===== src/rtl/wb_dual_master_arbiter.sv =====
// Two-master Wishbone arbiter: fetch (m0) and data (m1) share one slave.
// Round-robin on contention, one transfer per grant, optional wait timeout.
module wb_dual_master_arbiter #(
  parameter int ADDR_WIDTH     = 32,
  parameter int DATA_WIDTH     = 32,
  parameter int TIMEOUT_CYCLES = 255
) (
  input  logic                  sys_clk,
  input  logic                  rst_n,
  input  logic                  m0_cyc,
  input  logic                  m0_stb,
  input  logic                  m0_we,
  input  logic [ADDR_WIDTH-1:0] m0_addr,
  input  logic [DATA_WIDTH-1:0] m0_wdata,
  output logic [DATA_WIDTH-1:0] m0_rdata,
  output logic                  m0_ack,
  output logic                  m0_err,
  input  logic                  m1_cyc,
  input  logic                  m1_stb,
  input  logic                  m1_we,
  input  logic [ADDR_WIDTH-1:0] m1_addr,
  input  logic [DATA_WIDTH-1:0] m1_wdata,
  output logic [DATA_WIDTH-1:0] m1_rdata,
  output logic                  m1_ack,
  output logic                  m1_err,
  output logic                  s_cyc,
  output logic                  s_stb,
  output logic                  s_we,
  output logic [ADDR_WIDTH-1:0] s_addr,
  output logic [DATA_WIDTH-1:0] s_wdata,
  input  logic [DATA_WIDTH-1:0] s_rdata,
  input  logic                  s_ack,
  output logic [1:0]            grant,
  output logic                  busy
);

  typedef enum logic [1:0] {
    IDLE = 2'd0,
    OWN0 = 2'd1,
    OWN1 = 2'd2
  } state_e;

  localparam int CW = (TIMEOUT_CYCLES < 1) ? 1
                    : $clog2(TIMEOUT_CYCLES + 1);
  localparam logic [CW-1:0] TMAX = CW'(TIMEOUT_CYCLES);
  localparam bit TO_EN = (TIMEOUT_CYCLES != 0);

  state_e        state_q;
  logic          last_q;
  logic [CW-1:0] cnt_q;
  logic          err0_q;
  logic          err1_q;

  logic req0;
  logic req1;
  logic own0;
  logic own1;
  logic tmo;

  assign req0 = m0_cyc & m0_stb;
  assign req1 = m1_cyc & m1_stb;
  assign own0 = (state_q == OWN0);
  assign own1 = (state_q == OWN1);
  assign tmo  = TO_EN && (cnt_q == TMAX);

  // Arbitration, completion, abort and timeout sequencing.
  // last_q=1 means m1 was served last, so m0 wins the next tie.
  always_ff @(posedge sys_clk or negedge rst_n) begin
    if (!rst_n) begin
      state_q <= IDLE;
      last_q  <= 1'b1;
      cnt_q   <= '0;
      err0_q  <= 1'b0;
      err1_q  <= 1'b0;
    end else begin
      err0_q <= 1'b0;
      err1_q <= 1'b0;
      unique case (state_q)
        IDLE: begin
          cnt_q <= '0;
          if (req0 && (!req1 || last_q)) begin
            state_q <= OWN0;
          end else if (req1) begin
            state_q <= OWN1;
          end
        end
        OWN0: begin
          if (s_ack) begin
            state_q <= IDLE;
            last_q  <= 1'b0;
          end else if (!m0_cyc) begin
            state_q <= IDLE;
          end else if (tmo) begin
            state_q <= IDLE;
            last_q  <= 1'b0;
            err0_q  <= 1'b1;
          end else begin
            cnt_q <= cnt_q + CW'(1);
          end
        end
        OWN1: begin
          if (s_ack) begin
            state_q <= IDLE;
            last_q  <= 1'b1;
          end else if (!m1_cyc) begin
            state_q <= IDLE;
          end else if (tmo) begin
            state_q <= IDLE;
            last_q  <= 1'b1;
            err1_q  <= 1'b1;
          end else begin
            cnt_q <= cnt_q + CW'(1);
          end
        end
        default: state_q <= IDLE;
      endcase
    end
  end

  // Forward the owner's bus to the slave; idle bus is all zero.
  always_comb begin
    s_cyc   = 1'b0;
    s_stb   = 1'b0;
    s_we    = 1'b0;
    s_addr  = '0;
    s_wdata = '0;
    m0_ack  = 1'b0;
    m1_ack  = 1'b0;
    unique case (1'b1)
      own0: begin
        s_cyc   = m0_cyc;
        s_stb   = m0_stb;
        s_we    = m0_we;
        s_addr  = m0_addr;
        s_wdata = m0_wdata;
        m0_ack  = s_ack;
      end
      own1: begin
        s_cyc   = m1_cyc;
        s_stb   = m1_stb;
        s_we    = m1_we;
        s_addr  = m1_addr;
        s_wdata = m1_wdata;
        m1_ack  = s_ack;
      end
      default: ;
    endcase
  end

  assign m0_rdata = s_rdata;
  assign m1_rdata = s_rdata;
  assign m0_err   = err0_q;
  assign m1_err   = err1_q;
  assign grant    = {own1, own0};
  assign busy     = own0 | own1;

endmodule


===== config.mk =====
export PLATFORM = sky130hd
export DESIGN_NAME = wb_dual_master_arbiter
export DESIGN_NICKNAME = d
export VERILOG_FILES = /design/src/rtl/wb_dual_master_arbiter.sv
export SDC_FILE = /design/constraint.sdc
export NUM_CORES = 1
export LEC_CHECK = 0
export ABC_AREA = 1
export BUFFER_PORTS_ARGS = -buffer_cell sky130_fd_sc_hd__buf_2
export CAP_MARGIN = 0
export CORE_AREA = 2 2 118 120
export DETAILED_ROUTE_END_ITERATION = 7
export DIE_AREA = 0 0 120 122
export GPL_ROUTABILITY_DRIVEN = 0
export HOLD_SLACK_MARGIN = 0.08
export PLACE_DENSITY_LB_ADDON = 0.2
export SLEW_MARGIN = 40
export SYNTH_ARGS = -nofsm -noshare
export SYNTH_HDL_FRONTEND = slang
export SYNTH_SLANG_ARGS = --single-unit

===== constraint.sdc =====
create_clock -name sys_clk -period 4 [get_ports sys_clk]
set_clock_uncertainty 0.15 [all_clocks]
set_input_delay 0.2 -clock sys_clk [delete_from_list [all_inputs] [get_ports sys_clk]]
set_output_delay 0.2 -clock sys_clk [all_outputs]
set_load 0.05 [all_outputs]

== Word level (Yosys, flattened, before mapping) ==
Cells that the tools add are included.
Storage, ports and cells
  register bits: 13
  bits of input ports: 169
Cells by class
  reduce and logical (&&, ||, !) cells: 8
  $add $sub $neg: 1
  bitwise gates (word level): 3
  eq/ne operators: 12
  mux-type cells: 35
Operator list (number)
  one-hot mux 32 bit (2 select lines): 2
  2-to-1 mux 8 bit: 5
  one-hot mux 8 bit (3 select lines): 1
  2-to-1 mux 1 bit: 15
  2-to-1 mux 2 bit: 7
  AND reduction 5 bit: 2
  inequality test 3 bit (second input constant): 3
  adder 8 x 1 -> 8 bit (second input constant): 1
  equality test 8 bit (second input constant): 1
  inequality test 2 bit (second input constant): 4
  one-hot mux 1 bit (2 select lines): 4
  inequality test 3 x 2 -> 1 bit (second input constant): 2
  one-hot mux 2 bit (3 select lines): 1
  nonzero test 3 bit: 1
  bitwise AND 1 bit: 2
  equality test 2 x 1 -> 1 bit (second input constant): 1
  equality test 2 bit (second input constant): 1
  zero test 2 bit: 1
  nonzero test 2 bit: 1
  logical AND 1 bit: 1
  zero test 1 bit: 1
  logical OR 1 bit: 1
  OR 1 bit: 1

== Depth between registers and ports, before layout ==
Gate-level depths: netlist of the first run.
  word-level depth: 6
  gate-level depth with buffers: 11
  mapped depth without buffers: 9

== Worst setup path after synthesis of the first run ==
Ideal clock, no wire load.
  kind: reg2out
  from: register state_q[0]
  to: output port s_wdata[10]
  stages on the path, launching flop included: 8
  slack: 1.271 ns
  arrival time: 2.379 ns
  cells stage by stage: dfrtp_1 -> inv_1 -> ha_1 -> buf_6 -> inv_2 -> buf_2 -> buf_2 -> a21oi_1
On the way
  longest elaborated chain between the ends: 2
Ends and longest elaborated chain
  from (decl): RTL line 48  | state_e state_q;
  from (signal assigned): RTL line 70  | state_q <= IDLE;
  from (signal assigned): RTL line 82  | state_q <= OWN0;
  from (signal assigned): RTL line 84  | state_q <= OWN1;
  equality test 2 bit / equality test 2 x 1 -> 1 bit (equally long branches): RTL line 63, 62
  one-hot mux 32 bit (2 select lines) *: RTL line 129  | unique case (1'b1)
  to (decl): RTL line 30  | output logic [DATA_WIDTH-1:0] s_wdata,
Every way passes the cells marked *; elsewhere a longest branch is shown, timed or not.

== Worst setup path after layout of the first run ==
  from: register state_q[0]
  to: output port s_wdata[8]
Same word-level chain as after synthesis.

==> results.md, run 1 <==
- Yosys attributes the largest share of cell area to nand2_1, buf_4, a21oi_1.
- The wire length of the first global-routing pass is ~15 mm.
- The total overflow left after global routing is 0.
- The count of unique library cells instantiated by Yosys is 27.
- TritonCTS built the clock tree.
- The cell count after synthesis is 415.
- The clock latency at the later pin of the worst-skew pair is approximately 0.24 ns.
- A synthesized cell averages 5.728 um2.
- In this run, synthesis produced a sequential element count of 13.
- Among cell families on the critical path, the largest total delay comes from buffers and inverters.
- The placeable core area is 13500 um2.
- The type of the most critical hold path is in2reg.
- The power per unit of standard cell area is 808.5 nW/um2.
- Input and output buffers added on the ports amount to 210.
- The number of max-cap violations is 0.
- Along the worst path, the maximum fanout reaches 69.
- The number of hold violations in the final report is 0.
- The pin count of the biggest net entering global routing is 70.
- The horizontal die dimension is 120 um.
- The number of antenna diodes is 0.
- The critical path is of the reg2out type.
- After filler insertion, the fill cell instance count of the layout stands at 1565.
- The maximum level of the CTS H-tree is 1.
- In the final layout, the share of cells above drive strength 1 is 44.20%.
- The buffers plus inverters on the worst setup path is 3.
- For this configuration, the core starts out at a cell density of 17.60%.
- The final max-slew violation count was 0.
- The overall fraction of global-route tracks in use is 12.64%.
- VDD sags by at most 525.7 uV.
- The detailed router placed ~3000 vias in this run.
- The number of nets still failing antenna checks after routing is 0.
- The total setup buffers inserted after CTS is 0.
- The number of DRC markers in iteration 0 is 117.
- The area enclosed by the die boundary is 14640 um2.
- The initial antenna violation count is 0.
- Summing all multi-input logic gate instances after layout gives between 1000 and 1500 um2.
- Setup violations remaining at the end of the flow were counted as 0.
- The flip-flop and latch area is 326.6 um2.
- Setup repair after global routing left no endpoint under its margin.
- The layout-stage area growth over the synthesis result is 33.47%.
- The startpoint kind of the worst setup timing path is a flip-flop.
- The sequential cell area fraction in the yosys report is between 10% and 20%.
- The required time at the worst-slack endpoint is roughly 3.7 ns.
- The HPWL reported at the end of detailed placement is approximately 8.6 mm.
- The part of the cycle the worst path needs is 69.57%.
- The placement row count is 43.
- The total number of yosys warnings is 0.
- The number of placed I/O pins is 307.
- The cell area after synthesis is 2377 um2.
- The non-filler instance count after layout is 723.
- At the end of the flow, the number of nets in the layout was 718.
- Counting along the longest clock path gives a buffer depth of 2.
- The number of CTS-inserted buffers is 3.
- When the netlist entered floorplanning its net count stood at just under 600.
- Derived from the worst setup path, the maximum achievable clock frequency is 359.4 MHz.
- The wire length after detailed routing is 10.47 mm.
- The first-pass iteration count of the detailed router is 4.
- The cell taking the most area after synthesis is nand2_1.
- The average vias per placed instance is 4.129.
- The number of placed instances, taps included, is 717.
- In the final routed layout, each cell accounts on average for 14.47 um.
- The arrival time of the worst setup path is 2.43 ns.
- The number of global-route vias before repair is 2635.
- The delay contributed by the slowest stage of the critical path is between 0.5 and 0.6 ns.
- The run finished with clean final reports.
- Counting every sink on the clock net gives 13.
- After synthesis, the largest area contributor takes up roughly 27% of total cell area.
- The number of DRC violations after detailed routing is 0.
- Subtracting the final worst setup slack from the clock period gives around 2.8 ns.
- The setup TNS after final layout is 0 ns.
- Traced cell by cell, the critical path runs through inv_1 > ha_1 > inv_4 > a21oi_1 > buf_2.
- The tree is rooted in a clkbuf_16.
- Measured along the y axis, the die boundary spans around 120 um.
- The cell at the slowest stage of the critical path is ha_1.
- The standby leakage power is between 1.5 and 2 nW.
- The headroom to the max-slew limit is approximately 53%.
- The clock-pin slew on the worst setup and hold paths is 0.04 ns.
- The nature of the critical path endpoint is a primary output.
- At the pin with the least slew margin, the transition time is 0.7125 ns.
layout make-up:
type | instances | area share [%]
timing repair buffer | 215 | 34.86
clock buffer | 4 | 2.484
inverter | 18 | 2.208
multi-input combinational | 293 | 43.06
tap | 180 | 7.098
sequential | 13 | 10.29
where the power goes:
group	internal [mW]	total [mW]	switching (mW)
Sequential	0.158	0.187	0.0285
Clock	0.135	0.190	0.0559
Combinational	0.464	2.19	1.72
tightest hold or removal path: cells and delay by family:
| kind | cells | cell delay [ns] |
|---|---|---|
| and+or+nand+nor | 2 | 0.20 |
| buffers and inverters | 1 | 0.12 |
per-layer routing:
metal	track usage, %	routed length, um
met5	0	0
met3	3.324	1049
met2	19.25	4692
met1	17.92	4587
met4	2.500	136
registers in the layout, summed over array words and instances (netlist names):
register	flops
m0_err	1
cnt_q	8
m1_err	1
last_q	1
state_q	2
placed cells by master, fill, tap and decap left out, drive strengths merged:
master         n
buf          213
o21a           1
clkbuf         4
dfstp          1
inv           18
dlygate4sd3    2
ha             5
nand3         16
nand3b         1
o21ai          9
or2            1
a21oi         69
nand2        180
o21bai         2
nor2           7
nor3           2
dfrtp         12
metrics by stage:
step	setup WS, ns	utilization (%)	total power [mW]	cell area, um2	hold WS (ns)
after global placement	1.191	22.67	2.393	3062	-0.04416
after global routing	0.9484	23.50	2.762	3173	0.1921
after CTS	1.092	23.42	2.598	3163	0.1806
after floorplan	1.271	-	2.101	2377	-0.2456
after detailed placement	1.356	22.69	2.403	3064	-0.03709
final	1.217	23.50	2.566	3173	0.1791
what timing repair did:
item	CTS	global route
endpoints found under the hold margin	15	0
resized for setup	0	0
hold buffers	2	0
cells by family (layout without fill, tap and decap cells):
logic type | count (synthesis) | after routing | share of synthesized area [%]
flip-flops | 13 | 13 | 13.74
AO/OA/AOI/OAI | 81 | 81 | 18.32
AND/OR/NAND/NOR | 207 | 207 | 35.89
buffers and inverters | 109 | 237 | 29.42
adder cells (fa/ha/maj) | 5 | 5 | 2.632
cell usage after synthesis (all sizes together):
cell type,number
clkbuf,8
or2,1
o21ai,9
ha,5
nand3b,1
dfrtp,12
o21a,1
o21bai,2
nand2,180
nand3,16
nor2,7
inv,18
dfstp,1
buf,83
a21oi,69
nor3,2
path summary, 6_finish.rpt:
kind / start / endpoint / slack, ns / depth (start not counted)
hold / removal: m1_cyc / m1_err / 0.18 / 3
setup / recovery: state_q[0] / s_wdata[8] / 1.22 / 5
max in group asynchronous: rst_n / last_q / 3.19 / 2
setup reg to reg: state_q[0] / cnt_q[6] / 1.52 / 8
hold reg to reg: last_q / last_q / 0.31 / 2
min in group asynchronous: rst_n / cnt_q[2] / 0.23 / 2
Power figures use the tool's default switching activity.
==> run 2: changes to the inputs <==
Clock period 4 ns to 2.6 ns, I/O delays scaled along.
==> run 2 against run 1 <==
Hold slack lost 0.069 ns. Final cell count up 1.1%. Combinational power is 58% higher. Worst setup slack worse by 0.93 ns. Non-clock buffer count is 8 higher. Routed wire length up 4.5%. Critical path type unchanged. Largest cell class unchanged. Highest routed layer unchanged.
==> results.md, run 2 (same netlist as run 1, synthesis figures left out) <==
- The share of post-route cells with drive strength above 1 is 44.65% (was 44.20%).
- The initial antenna violation count is 0 (unchanged).
- The horizontal die dimension is 120 um (unchanged).
- The worst hold-check slack is 0.1100 ns (was 0.1791 ns).
- The actual slew at the worst max-slew pin is 0.3329 ns (was 0.7125 ns).
- The number of hold violations in the final report is 0 (unchanged).
- The power per unit of standard cell area came to 1251 nW/um2 (was 808.5 nW/um2).
- The initial cell density of the core is 17.60% (unchanged).
- The final-report setup violation count is 0 (unchanged).
- The root buffer cell is clkbuf_16 (unchanged).
- The standby leakage power came to 1.714 nW (was 1.672 nW).
- After layout, the minimum clock period comes to 2.312 ns.
- The setup TNS after final layout came to 0 ns (unchanged).
- The share of the core filled with cells is 23.98% (was 23.50%).
- The number of DRC violations after detailed routing is 0 (unchanged).
- The startpoint kind of the worst setup timing path is a flip-flop (unchanged).
- The placeable core area is 13500 um2 (unchanged).
- The most frequent standard cell in the layout excluding fill and tap cells is buf_2 (unchanged).
- The worst setup path category is reg2out (unchanged).
- RSZ-0062 raised after global routing: no (unchanged).
- The clock-pin slew on the worst setup and hold paths is 0.04 ns (about the same).
- The count of filler cells inserted in the layout was 1583 (was 1565).
- The number of DRC markers in iteration 0 was 103 (was 117).
- The highest clock rate is 432.5 MHz.
- The number of placed I/O pins is 307 (unchanged).
- The maximum level of the CTS H-tree is 1 (unchanged).
- The y dimension of the die is 122 um (unchanged).
- The number of max-cap violations is 0 (unchanged).
- The number of resized instances in the post-cts repair step is 0 (unchanged).
- The total congestion overflow after global routing is 0 (unchanged).
- The headroom to the max-slew limit was 77.81% (was 52.50%).
- The final max-slew violation count was 0 (unchanged).
- The required time at the worst-slack endpoint was 2.32 ns (was 3.65 ns).
- The layout net count is 726 (was 718).
- Top Registers: cnt_q: 8 flops, state_q: 2 flops (unchanged).
- The layout-stage area growth over the synthesis result is 36.21% (was 33.47%).
- The type of the most critical hold path is in2out (was in2reg).
- The number of buffers on the longest clock path is 2 (unchanged).
- The quantity of I/O buffers inserted on ports is 210 (unchanged).
- The largest vdd supply drop is 380.5 uV (was 525.7 uV).
- Top library cells by usage in the layout, fill and taps aside: buf_2, nand2_1, a21oi_1 (unchanged).
- The CTS tree was yes (unchanged).
- The maximum fanout along the worst path came to 22 (was 69).
- The average vias per placed instance came to 4.260 (was 4.129).
- The first-pass iteration count of the detailed router is 5 (was 4).
- The number of nets still failing antenna checks after routing was 0 (unchanged).
- The wire length after detailed routing was 10.94 mm (was 10.47 mm).
- The clock sink count is 13 (unchanged).
- The arrival time of the worst setup path is 2.03 ns (was 2.43 ns).
- The routed via count is 3114 (was 2985).
- The clock latency at the later pin of the worst-skew pair is 0.24 ns (about the same).
- The HPWL reported at the end of detailed placement is 9.150 mm (was 8.576 mm).
- Status: completed (unchanged).
- The nature of the critical path endpoint is a primary output (unchanged).
- The overall fraction of global-route tracks in use is 13.28% (was 12.64%).
- The number of CTS-inserted buffers is 3 (unchanged).
- After layout, the worst path uses 88.94% of the clock period.
- The number of flip-flops under the largest register name is 8 (unchanged).
- The area enclosed by the die boundary is 14640 um2 (unchanged).
- The pin count of the biggest net entering global routing is 48 (was 70).
- The number of global-route vias before repair is 2882 (was 2635).
- The wire length per cell is 14.96 um (was 14.47 um).
- The register name with the most flops is cnt_q (unchanged).
- The placement row count is 43 (unchanged).
- The wire length of the first global-routing pass is 15.22 mm (was 14.58 mm).
- The number of antenna diodes is 0 (unchanged).
## run 2: power breakdown
part           total (mW)  switching (mW)  internal [mW]
Sequential          0.285          0.0415          0.243
Clock               0.293          0.0861          0.207
Combinational        3.47            2.67          0.801
## run 2: final cells by class
type | count | area (um2) | area share [%]
timing repair buffer | 223 | 1184 | 36.55
inverter | 18 | 67.56 | 2.087
clock buffer | 4 | 78.83 | 2.434
sequential | 13 | 326.6 | 10.08
tap | 180 | 225.2 | 6.955
multi-input combinational | 293 | 1356 | 41.89
## run 2: critical path, stage by stage, from the launching register on
cell,delay [ns]
dfrtp_1,0.42
inv_1,0.11
ha_2,0.39
buf_4,0.32
nand2_1,0.08
a21oi_1,0.17
buf_2,0.30
## run 2: layer usage
layer	share of wire (%)	vias to the layer above	wire length (um)	global-route usage, %
met2	43	184	4685	19.11
li1	-	1513	-	-
met5	0	-	0	0
met3	10	31	1135	3.792
met4	2.2	0	239	4.265
met1	45	1386	4878	18.92
## run 2: path summary, 6_finish.rpt
path,startpoint,endpoint,slack (ns),cells past startpoint
min,s_rdata[10],m1_rdata[10],0.11,0
min reg2reg,last_q,last_q,0.32,2
max,state_q[0],s_wdata[25],0.29,6
max reg2reg,state_q[0],m1_err,0.38,6
max in group asynchronous,rst_n,last_q,1.85,2
min in group asynchronous,rst_n,cnt_q[2],0.16,2
## run 2: what timing repair did
item                                    4_1_cts  5_1_grt
hold buffers                                  4        0
hold endpoints to repair                     15        0
buffers inserted                              0        0
endpoints found under the setup margin        0        0
## run 2: through the flow
| stage | setup WS, ns | std cells | cell area, um2 | power (mW) |
|---|---|---|---|---|
| 2_1_floorplan | -0.05927 | 415 | 2377 | 3.232 |
| 3_3_place_gp | 0.5704 | 723 | 3119 | 3.783 |
| 3_5_place_dp | 0.4961 | 723 | 3119 | 3.794 |
| 4_1_cts | 0.2342 | 731 | 3238 | 4.108 |
| 5_1_grt | 0.08867 | 731 | 3238 | 4.355 |
| 6_report | 0.2877 | 731 | 3238 | 4.052 |
==> run 3: changes to the inputs <==
Settings changed: GPL_TIMING_DRIVEN set to 0.
Clock period 2.6 ns to 2.75 ns, I/O delays scaled along.
==> run 3 against run 2 <==
Sequential share of layout area decreased by 2.1 points. Via count is 11% higher. Sequential power shrank 6%. Worst setup slack got worse by 0.11 ns. Design area up 26%. Sequential cell count stayed put. Register-to-register slack better by 0.42 ns. Die area unchanged. Global-route usage grew 1.4 points. Combinational power increased by 6.3%.
==> results.md, run 3 (same netlist as run 1, synthesis figures left out) <==
- The y dimension of the die is 122 um (unchanged).
- The count of placed standard cells including taps is 869 (was 723).
- The final-report setup violation count is 0 (unchanged).
- The number of global-route vias before repair is 3175 (was 2882).
- The wire length of the first global-routing pass is 17.04 mm (was 15.22 mm).
- The final critical-path required period is 2.574 ns.
- The number of nets still failing antenna checks after routing came to 0 (unchanged).
- The layout net count is 870 (was 726).
- The non-filler instance count after layout is 875 (was 731).
- The standby leakage power was 2.316 nW (was 1.714 nW).
- The overall fraction of global-route tracks in use is 14.70% (was 13.28%).
- The number of antenna diodes is 0 (unchanged).
- The total setup buffers inserted after CTS is 0 (unchanged).
- The largest vdd supply drop is 460.0 uV (was 380.5 uV).
- The area of the multi-input gates came to 1351 um2 (was 1356 um2).
- The number of CTS-inserted buffers is 3 (unchanged).
- The quantity of I/O buffers inserted on ports was 274 (was 210).
- The top cell family by delay on the critical path was buffers and inverters (unchanged).
- Critical path cell sequence: inv_1 > ha_1 > buf_6 > inv_2 > buf_2 > buf_2 > a21oi_1 > clkbuf_4 (was inv_1 > ha_2 > buf_4 > nand2_1 > a21oi_1 > buf_2).
- The worst slack at placement came to 0.4097 ns (was 0.4961 ns).
- The type of the most critical hold path is in2reg (was in2out).
- The startpoint kind of the worst setup timing path is a flip-flop (unchanged).
- The number of max-cap violations was 0 (unchanged).
- The highest clock rate is 388.5 MHz.
- The most numerous cell type found on the critical path is buf_2.
- The clock-pin slew on the worst setup and hold paths is 0.05 ns (was 0.04 ns).
- The number of DRC violations after detailed routing is 0 (unchanged).
- The average vias per placed instance came to 3.944 (was 4.260).
- The initial antenna violation count came to 0 (unchanged).
- The buffers plus inverters on the worst setup path is 6 (was 3).
- The number of flip-flops under the largest register name is 8 (unchanged).
- The share of the core filled with cells came to 30.18% (was 23.98%).
- The pin count of the biggest net entering global routing is 14 (was 48).
- Status: completed (unchanged).
- The number of hold violations in the final report is 0 (unchanged).
- Top library cells by usage in the layout, fill and taps aside: buf_2, nand2_1, a21oi_1 (unchanged).
- The placeable core area came to 13500 um2 (unchanged).
- The horizontal die dimension was 120 um (unchanged).
- The number of DRC markers in iteration 0 is 151 (was 103).
- The first-pass iteration count of the detailed router was 4 (was 5).
- The routed via count is 3451 (was 3114).
- The nature of the critical path endpoint is a primary output (unchanged).
- The wire length per cell is 13.78 um (was 14.96 um).
- The initial cell density of the core is 17.60% (unchanged).
- The maximum level of the CTS H-tree is 1 (unchanged).
- The share of post-route cells with drive strength above 1 came to 54.96% (was 44.65%).
- The delay contributed by the slowest stage of the critical path came to 0.42 ns (about the same).
- The total power of the final layout is 4.243 mW (was 4.052 mW).
- The part of the cycle the worst path needs is 93.59%.
- The placement row count is 43 (unchanged).
- The number of buffers on the longest clock path is 2 (unchanged).
- The flip-flop and latch area is 326.6 um2 (unchanged).
- The area enclosed by the die boundary is 14640 um2 (unchanged).
- The wire length after detailed routing is 12.06 mm (was 10.94 mm).
- The most frequent standard cell in the layout excluding fill and tap cells is buf_2 (unchanged).
- The headroom to the max-slew limit was 64.52% (was 77.81%).
- The cell at the slowest stage of the critical path is dfrtp_1 (unchanged).
- The maximum fanout along the worst path is 10 (was 22).
- The worst setup path category is reg2out (unchanged).
- The power per unit of standard cell area is 1041 nW/um2 (was 1251 nW/um2).
- The number of placed I/O pins is 307 (unchanged).
- The clock latency at the later pin of the worst-skew pair was 0.24 ns (about the same).
- The final max-slew violation count was 0 (unchanged).
- The layout-stage area growth over the synthesis result is 71.42% (was 36.21%).
- The setup slack of the critical path after layout is 0.1763 ns (was 0.2877 ns).
- The register name with the most flops is cnt_q (unchanged).
- The required time at the worst-slack endpoint is 2.46 ns (was 2.32 ns).
- The CTS tree is yes (unchanged).
- The root buffer cell is clkbuf_16 (unchanged).
- The setup TNS after final layout is 0 ns (unchanged).
- The arrival time of the worst setup path is 2.29 ns (was 2.03 ns).
- The clock sink count was 13 (unchanged).
- The HPWL reported at the end of detailed placement is 10.41 mm (was 9.150 mm).
- Top Registers: cnt_q: 8 flops, state_q: 2 flops (unchanged).
- The count of filler cells inserted in the layout is 1555 (was 1583).
- The total congestion overflow after global routing is 0 (unchanged).
- The actual slew at the worst max-slew pin is 0.5321 ns (was 0.3329 ns).
- RSZ-0062 raised after global routing: no (unchanged).
==> run 3: cell types whose count changed in the layout (fill, tap and decap cells not counted) <==
cell	before	now
buf_12	2	1
buf_2	210	288
buf_4	7	66
buf_6	0	1
clkbuf_1	1	9
clkbuf_4	0	1
dlygate4sd3_1	4	2
ha_1	3	5
ha_2	2	0
==> run 3: layout make-up <==
class                      count  area share, %
clock buffer                   4          1.934
tap                          180          5.527
buffer                        91          15.51
inverter                      18          1.658
timing repair buffer         276          34.20
multi-input combinational    293          33.16
sequential                    13          8.014
==> run 3: path summary, 6_finish.rpt <==
path	from	endpoint	slack, ns	cells past startpoint
max	state_q[0]	s_wdata[9]	0.18	8
min	m0_cyc	m0_err	0.10	3
max reg2reg	state_q[0]	cnt_q[2]	0.80	11
min reg2reg	last_q	last_q	0.31	2
max in group asynchronous	rst_n	last_q	1.99	2
min in group asynchronous	rst_n	cnt_q[7]	0.18	2
==> run 3: where the power goes <==
part	internal (mW)	switching, mW
combinational	0.891	2.80
clock	0.196	0.0839
sequential	0.230	0.0394
==> run 3: through the flow <==
step           instance area [um2]  hold slack [ns]
5_1_grt                       4075           0.1015
3_3_place_gp                  3974         -0.09436
3_5_place_dp                  3974         -0.09485
2_1_floorplan                 2377          -0.3081
6_report                      4075           0.1006
4_1_cts                       4073          0.09016
==> run 3: routing by layer <==
layer	track usage, %	vias to the layer above	part of all wire, %
li1	-	1803	-
met1	18.81	1488	42
met2	24.47	153	47
met3	5.009	7	10
met4	2.132	0	0.60
met5	0	-	0
==> run 3: worst reg2reg max path: stages (launching register included) <==
cell     delay (ns)
dfrtp_1        0.42
inv_1          0.09
ha_1           0.32
buf_6          0.15
inv_2          0.08
nand2_2        0.07
nand3_2        0.06
nor2_2         0.12
nand2_4        0.10
buf_12         0.16
nand2_1        0.07
o21ai_2        0.05
==> run 3: timing repair <==
item | CTS | global route
hold buffers | 2 | 0
hold endpoints to repair | 15 | 0
resized for setup | 0 | 1
setup endpoints to repair | 0 | 1
